$ cat config.mk
export PLATFORM = sky130hd
export DESIGN_NAME = physics_scheduler
export DESIGN_NICKNAME = d
export VERILOG_FILES = /design/src/rtl/physics_scheduler_pkg.sv /design/src/rtl/physics_scheduler_frame_timer.sv /design/src/rtl/physics_scheduler.sv
export SDC_FILE = /design/constraint.sdc
export NUM_CORES = 1
export LEC_CHECK = 0
export ABC_AREA = 1
export CAP_MARGIN = 25
export CORE_AREA = 2 2 266 268
export DETAILED_ROUTE_END_ITERATION = 7
export DIE_AREA = 0 0 268 270
export PLACE_DENSITY_LB_ADDON = 0.12
export SLEW_MARGIN = 15
export SYNTH_ARGS = -nofsm -noshare
export SYNTH_HDL_FRONTEND = slang
export SYNTH_SLANG_ARGS = --single-unit
$ cat constraint.sdc
create_clock -name clk_in -period 9.3 [get_ports clk_in]
set_input_delay 1.86 -clock clk_in [delete_from_list [all_inputs] [get_ports clk_in]]
set_output_delay 1.86 -clock clk_in [all_outputs]
set_load 0.01 [all_outputs]
$ cat src/rtl/physics_scheduler_pkg.sv
// physics_scheduler_pkg: shared types and constants for the physics frame sequencer.
package physics_scheduler_pkg;
    localparam int DEF_NUM_PINS = 10;
    localparam int VEL_W = 16;
    typedef enum logic [2:0] {IDLE, WAIT_TICK, COLL_REQ, COLL_WAIT, STEP} physics_sched_state_t;
    function automatic logic [3:0] popcount16(input logic [15:0] v);
        logic [3:0] c;
        c = '0;
        for (int i = 0; i < 16; i++) c = c + {3'b0, v[i]};
        return c;
    endfunction
endpackage

$ cat src/rtl/physics_scheduler_frame_timer.sv
// physics_scheduler_frame_timer: free-running frame tick counter, held at zero while run is low.
module physics_scheduler_frame_timer #(
    parameter int FRAME_CYCLES = 750000
) (
    input  logic clk_in,
    input  logic rst_n_in,
    input  logic run_in,
    output logic tick_out
);
    localparam int CW = $clog2(FRAME_CYCLES);
    logic [CW-1:0] cnt_q, cnt_d;
    assign tick_out = run_in && cnt_q == CW'(FRAME_CYCLES - 1);
    always_comb cnt_d = (!run_in || tick_out) ? '0 : cnt_q + 1'b1;
    always_ff @(posedge clk_in or negedge rst_n_in) begin
        if (!rst_n_in) cnt_q <= '0;
        else cnt_q <= cnt_d;
    end
endmodule

$ cat src/rtl/physics_scheduler.sv
// physics_scheduler: sequences one collision evaluation per physics frame and hands results to the integrator.
module physics_scheduler
    import physics_scheduler_pkg::*;
#(
    parameter int NUM_PINS     = DEF_NUM_PINS,
    parameter int FRAME_CYCLES = 750000,
    parameter int COLL_TIMEOUT = 64
) (
    input  logic                      clk_in,
    input  logic                      rst_n_in,
    input  logic                      run_in,
    input  logic                      clear_in,
    output logic                      coll_start_out,
    input  logic                      coll_done_in,
    input  logic [NUM_PINS-1:0]       coll_hit_in,
    input  logic [NUM_PINS*VEL_W-1:0] coll_vx_in,
    input  logic [NUM_PINS*VEL_W-1:0] coll_vy_in,
    output logic                      step_valid_out,
    input  logic                      step_ready_in,
    output logic [NUM_PINS*VEL_W-1:0] pins_vx_out,
    output logic [NUM_PINS*VEL_W-1:0] pins_vy_out,
    output logic [NUM_PINS-1:0]       hit_mask_out,
    output logic [3:0]                hit_count_out,
    output logic [15:0]               frame_count_out,
    output logic                      overrun_out,
    output logic                      timeout_out,
    output logic                      busy_out
);
    localparam int WW = $clog2(COLL_TIMEOUT + 1);
    physics_sched_state_t      state_q, state_d;
    logic [WW-1:0]             wait_q, wait_d;
    logic [NUM_PINS*VEL_W-1:0] vx_q, vx_d, vy_q, vy_d;
    logic [NUM_PINS-1:0]       mask_q, mask_d;
    logic [3:0]                cnt_q, cnt_d;
    logic [15:0]               frame_q, frame_d;
    logic                      ovr_q, ovr_d, tmo_q, tmo_d;
    logic                      tick, done;

    physics_scheduler_frame_timer #(.FRAME_CYCLES(FRAME_CYCLES)) u_timer (
        .clk_in   (clk_in),
        .rst_n_in (rst_n_in),
        .run_in   (run_in),
        .tick_out (tick)
    );

    assign done = state_q == COLL_WAIT && coll_done_in;

    always_comb begin
        state_d = state_q;
        wait_d  = wait_q;
        vx_d    = vx_q;
        vy_d    = vy_q;
        mask_d  = mask_q;
        frame_d = frame_q;
        ovr_d   = ovr_q;
        tmo_d   = tmo_q;
        case (state_q)
            IDLE:      state_d = run_in ? WAIT_TICK : IDLE;
            WAIT_TICK: state_d = tick ? COLL_REQ : (run_in ? WAIT_TICK : IDLE);
            COLL_REQ: begin
                state_d = COLL_WAIT;
                wait_d  = '0;
            end
            COLL_WAIT: begin
                if (coll_done_in) begin
                    state_d = STEP;
                    mask_d  = mask_q | coll_hit_in;
                end else if (wait_q == WW'(COLL_TIMEOUT - 1)) begin
                    state_d = WAIT_TICK;
                    tmo_d   = 1'b1;
                end else begin
                    wait_d = wait_q + 1'b1;
                end
            end
            STEP: begin
                if (step_ready_in) begin
                    frame_d = frame_q + 16'd1;
                    state_d = run_in ? WAIT_TICK : IDLE;
                end
            end
            default: state_d = IDLE;
        endcase
        // Unhit pins keep their last captured velocity.
        for (int i = 0; i < NUM_PINS; i++) begin
            if (done && coll_hit_in[i]) begin
                vx_d[i*VEL_W +: VEL_W] = coll_vx_in[i*VEL_W +: VEL_W];
                vy_d[i*VEL_W +: VEL_W] = coll_vy_in[i*VEL_W +: VEL_W];
            end
        end
        if (tick && state_q != WAIT_TICK) ovr_d = 1'b1;
        if (clear_in) begin
            mask_d  = '0;
            frame_d = '0;
            ovr_d   = 1'b0;
            tmo_d   = 1'b0;
        end
        cnt_d = popcount16(16'(mask_d));
    end

    always_ff @(posedge clk_in or negedge rst_n_in) begin
        if (!rst_n_in) begin
            state_q <= IDLE;
            wait_q  <= '0;
            vx_q    <= '0;
            vy_q    <= '0;
            mask_q  <= '0;
            cnt_q   <= '0;
            frame_q <= '0;
            ovr_q   <= 1'b0;
            tmo_q   <= 1'b0;
        end else begin
            state_q <= state_d;
            wait_q  <= wait_d;
            vx_q    <= vx_d;
            vy_q    <= vy_d;
            mask_q  <= mask_d;
            cnt_q   <= cnt_d;
            frame_q <= frame_d;
            ovr_q   <= ovr_d;
            tmo_q   <= tmo_d;
        end
    end

    assign coll_start_out  = state_q == COLL_REQ;
    assign step_valid_out  = state_q == STEP;
    assign busy_out        = state_q == COLL_REQ || state_q == COLL_WAIT || state_q == STEP;
    assign pins_vx_out     = vx_q;
    assign pins_vy_out     = vy_q;
    assign hit_mask_out    = mask_q;
    assign hit_count_out   = cnt_q;
    assign frame_count_out = frame_q;
    assign overrun_out     = ovr_q;
    assign timeout_out     = tmo_q;
endmodule

# Word level (Yosys, flattened, before mapping)
# Cells that the tools add are included.
# word_totals
ff_bits,382
out_inout_bits,355
word_cells,103
# classes
addsub,12
n_eq_ne,12
mux,22
n_bitwise,1
n_reduce_logical,28
# op_table
operator,n
$mux W16,3
$mux W10,3
$add A4 B1 Y4,6
$add A20 B1 Y20 const B,1
$eq A20 B20 Y1 const B,1
$mux W20,1
$add A16 B1 Y16 const B,1
$pmux W3 S5,1
$mux W7,2
$pmux W7 S2,1
$logic_and A1 B1 Y1,13
$mux W3,4
$reduce_bool A2 Y1,6
$or A10 B10 Y10,1
$add A7 B1 Y7 const B,1
$eq A7 B6 Y1 const B,1
$mux W1,7
$eq A3 B2 Y1 const B,2
$ne A2 B2 Y1 const B,3
$reduce_and A3 Y1,2
$add A3 B1 Y4,1
$reduce_and A2 Y1,2
$add A2 B1 Y3,1
$eq A3 B1 Y1 const B,1
other kinds (8),10

# Depth between registers and ports, before layout
# logic_depth
word_depth,13
ltp_mapped,18

# By module
# From an unflattened synthesis, not the netlist that was laid out.
# hier_totals
cells_unflattened,1850
hier_area_um2,16120.5
# modules_own_cells
module,instances,cells_each,area_each_um2
physics_scheduler,1,1680,14870.5
physics_scheduler_frame_timer,1,170,1249.9

# Least setup slack after synthesis
# No wires, ideal clock.
# synth_timing
path_kind,in2reg
from,input coll_done_in
to,"register cnt_q[2], in the netlist hit_count_out[2]"
setup_time_ps,123
arrival_ps,4809
setup_slack_ps,4368
path_stages,15
n_path_buf,2
path_cell_list,inv_1 > nor2_4 > buf_12 > nand2_4 > buf_6 > a21oi_1 > fa_1 > fa_1 > inv_1 > fa_1 > inv_1 > ha_1 > inv_1 > fa_1 > xor2_1
# synth_via
elab_cells_between_ends,12
# synth_rtl
item,line,text
start: declaration,physics_scheduler.sv:14,"input logic coll_done_in,"
$mux W10,physics_scheduler.sv:65,if (coll_done_in) begin
$mux W10,physics_scheduler.sv:57,case (state_q)
$mux W10,physics_scheduler.sv:91,if (clear_in) begin
named net mask_d[3],physics_scheduler.sv:33,"logic [NUM_PINS-1:0] mask_q, mask_d;"
$add A3 B1 Y4,physics_scheduler_pkg.sv:9,"for (int i = 0; i < 16; i++) c = c + {3'b0, v[i]};"
$add A4 B1 Y4 (6 in a row),physics_scheduler_pkg.sv:9,
named net cnt_d[2],physics_scheduler.sv:34,"logic [3:0] cnt_q, cnt_d;"
end signal: assignment,physics_scheduler.sv:117,cnt_q <= cnt_d;
end: declaration,physics_scheduler.sv:34,
# The timed path passes the listed nets, and every way through them passes these cells.
# A chain may end at the register's enable or synchronous reset.

# Worst setup path after layout
# layout_timing
from,input coll_done_in
to,"register cnt_q[2], in the netlist hit_count_out[2]"
# layout_via
elab_cells_between_ends,12
# layout_rtl
item,line
$mux W10,physics_scheduler.sv:65
$mux W10,physics_scheduler.sv:57
$mux W10,physics_scheduler.sv:91
named net mask_d[5],physics_scheduler.sv:33
$add A4 B1 Y4 (5 in a row),physics_scheduler_pkg.sv:9
named net cnt_d[2],physics_scheduler.sv:34
# The timed path passes the listed nets, and every way through them passes these cells.

==> results.md <==
- HP Start: pins_vx_out[116]
- Mapped cell area: 16,140 sq um
- Hold Crit Class: reg2reg
- Post-synth EDFFs: 0
- Gpl congestion: 0.8394
- Worst path cell trace: clkdlybuf4s50_1 -> inv_1 -> nor2_4 -> buf_4 -> nand2_4 -> a21oi_2 -> fa_1 -> fa_1 -> inv_1 -> fa_1 -> inv_1 -> ha_1 -> inv_1 -> fa_1 -> xor2_1
- Final setup vio count: 0
- Crit path DAT: 6.63 ns
- Hold Violations, Final: 0
- CTS Hold Bufs: 0
- Setup crit end kind: flip-flop
- Most frequent cells after synthesis: nand2_1, dfrtp_1, nand3_1
- Initial DRC Count: 943
- Vias per inst: 4.285
- F_max: 162.2 MHz
- GR Overflow Total: 0
- Die W: 268 um
- Worst IR drop on VDD: 0.0001067 V
- Slew headroom: 0.3172
- CP max FO: 71
- Largest net degree at the start of global routing: 157
- Leading area contributor after synthesis: dfrtp_1
- Resized cells post-CTS: 0
- Worst hold path depth: 2
- TNS Setup: 0 ns
- Top cell type's share of synthesized area: 0.5923
- Main synth FF type: dfrtp_1
- Final Critical Period: 6.167 ns
- Area contributors post-synth: dfrtp_1, nand2_1, nand3_1, inv_1, buf_4
- Startpoint types: input pin
- Worst hold slack: 0.4662 ns
- First-pass GRT wire length: 98.77 mm
- Total wire length: 65.93 mm
- RSZ-0062 raised after global routing: no
- Die Height: 270 um
- Leakage power: 12.09 nW
- Reg2reg end: hit_count_out[2]
- Detail Placement HPWL: 48.24 mm
- DIE AREA: 72,360 sq um
- TritonCTS Buffers: 48
- Num rows: 97
- Worst-path clk slew: 0.06 ns
- CTS Sinks: 382
- Post-synth cell types: 36
- Postcts setup bufs: 0
- Via count: 14.79k
- Inst Count DP: 3,361
- Reg2reg start: state_q[2]
- Top-Level Pins: 691
- Max-slew violations: 0
- DRT antenna net count: 0
- Clock Path Buffers: 3
- WL/cell: 19.10 um
- Sequential fraction of the synthesis area: 0.5923
- Tightest Pin Transition: 1.024 ns
- Net Count, Synth: 2,169
- Ratio of cells with drive above 1 in the final layout: 0.04587
- Hold Path End: pins_vx_out[116]
- R2R depth: 17
- Register-to-register setup slack: 4.33 ns
- Outcome: completed
- H-tree depth: 2
- Max-Cap Viols: 0
- Synth Register Bits: 382
- Clk_lat worst skew: 0.58 ns
- Synth Warn #: 0
- Worst Path Required: 9.76 ns
- Root Buffer: clkbuf_16
- Core footprint: 69,540 sq um
- Final non-filler cell total: 3,452
- Pwr dens: 168.8 nW/um^2
- Max incr delay on CP: 0.71 ns
- PortBufs: 690
- Starting Density: 0.2321
- Nets: 2,818
- Cell family with most CP delay: adder cells
- Crit path kind: in2reg
- Clock Skew: 0.008538 ns
- Syn Area/Cell: 8.858 sq um
- Worst Path Buf+Inv: 6
- Final cycle utilization of the critical path: 0.6631
- CP max-delay cell: buf_4
- Async SR Flop Fraction: 1.000
- Drt first pass iters: 5
- Total power draw: 4.271 mW
- CTS tree: done
- Vias in the first global route: 15.35k
- Most common cell in the synthesized netlist: nand2_1
- Global-route usage over all layers: 0.1797
- Initial antenna violation count: 11
- Layout area overhead: 56.79%
- Mapped Cells: 1,822
- Drt drc: 0
## where the power goes
group          leakage [nW]  internal [mW]  total, mW  switching, mW
Clock                 0.779           1.12       1.87          0.754
Sequential             5.13           1.76       1.82         0.0595
Combinational          6.18          0.324      0.578          0.254
## worst max-delay path by stage
| stage | from | to | slack, ns | cells past startpoint |
|---|---|---|---|---|
| 6_report | coll_done_in | hit_count_out[2] | 3.13 | 15 |
| 3_3_place_gp | coll_done_in | hit_count_out[2] | 2.47 | 15 |
| 3_5_place_dp | coll_done_in | hit_count_out[2] | 2.42 | 15 |
| 5_1_grt | coll_done_in | hit_count_out[2] | 2.80 | 15 |
| 2_1_floorplan | coll_done_in | hit_count_out[2] | 4.37 | 15 |
| 4_1_cts | coll_done_in | hit_count_out[2] | 3.07 | 15 |
## final cells by class
type / instances / area, sq um
fill: 7073 / 44240
sequential: 382 / 9559
timing repair buffer: 710 / 7122
multi-input combinational: 1255 / 5585
clock buffer: 76 / 1488
tap: 940 / 1176
inverter: 74 / 277.8
clock inverter: 10 / 85.08
antenna: 5 / 12.51
## stage by stage
step | cell area, sq um | util | setup WS, ns
2_1_floorplan | 16140 | - | 4.368
3_3_place_gp | 23680 | 0.3405 | 2.467
3_5_place_dp | 23720 | 0.3411 | 2.424
4_1_cts | 25290 | 0.3637 | 3.066
5_1_grt | 25310 | 0.3639 | 2.799
6_report | 25310 | 0.3639 | 3.133
## layer usage
metal / GRT usage / wire, um / vias to the layer above
li1: - / - / 7124
met1: 0.2071 / 25790 / 7101
met2: 0.3060 / 32380 / 440
met3: 0.06829 / 5761 / 118
met4: 0.05601 / 1937 / 10
met5: 0 / 62 / -
## worst register-to-register path: cells and delay by family (launching register included)
family                   cells  cell delay, ns
adder cells (fa/ha/maj)      5            1.87
AND/OR/NAND/NOR              4            1.12
buffers and inverters        6            1.03
flip-flops                   1            0.37
AO/OA/AOI/OAI                1            0.30
XOR/XNOR                     1            0.15
## state kept, by name, summed over array words and instances (netlist names)
register / flops
pins_vx_out: 160
pins_vy_out: 160
u_timer.cnt_q: 20
frame_count_out: 16
hit_mask_out: 10
wait_q: 7
hit_count_out: 4
state_q: 3
overrun_out: 1
timeout_out: 1
## logic make-up (layout without fill, tap and decap cells)
family                   after synthesis  count (layout)  synth area share
AND/OR/NAND/NOR                     1189            1189            0.3130
flip-flops                           382             382            0.5923
buffers and inverters                185             870           0.06163
AO/OA/AOI/OAI                         44              44           0.01581
adder cells (fa/ha/maj)               11              11           0.01132
XOR/XNOR                              11              11          0.005970
other                                  0               5                 0
## layout by cell type (no fill, tap or decap), types with 6 or more instances in the layout
master / n
fa_1: 6
clkinv_2: 6
a21oi_1: 19
nand4_1: 15
o21ai_0: 11
xor2_1: 8
clkbuf_1: 11
nand2_4: 8
inv_1: 73
clkdlybuf4s50_1: 688
clkbuf_8: 16
nor2_1: 66
buf_4: 15
nand2_1: 729
nand3_1: 342
nor3_1: 18
dfrtp_1: 382
clkbuf_16: 49
Note: power is estimated with default switching activity, not from simulation.
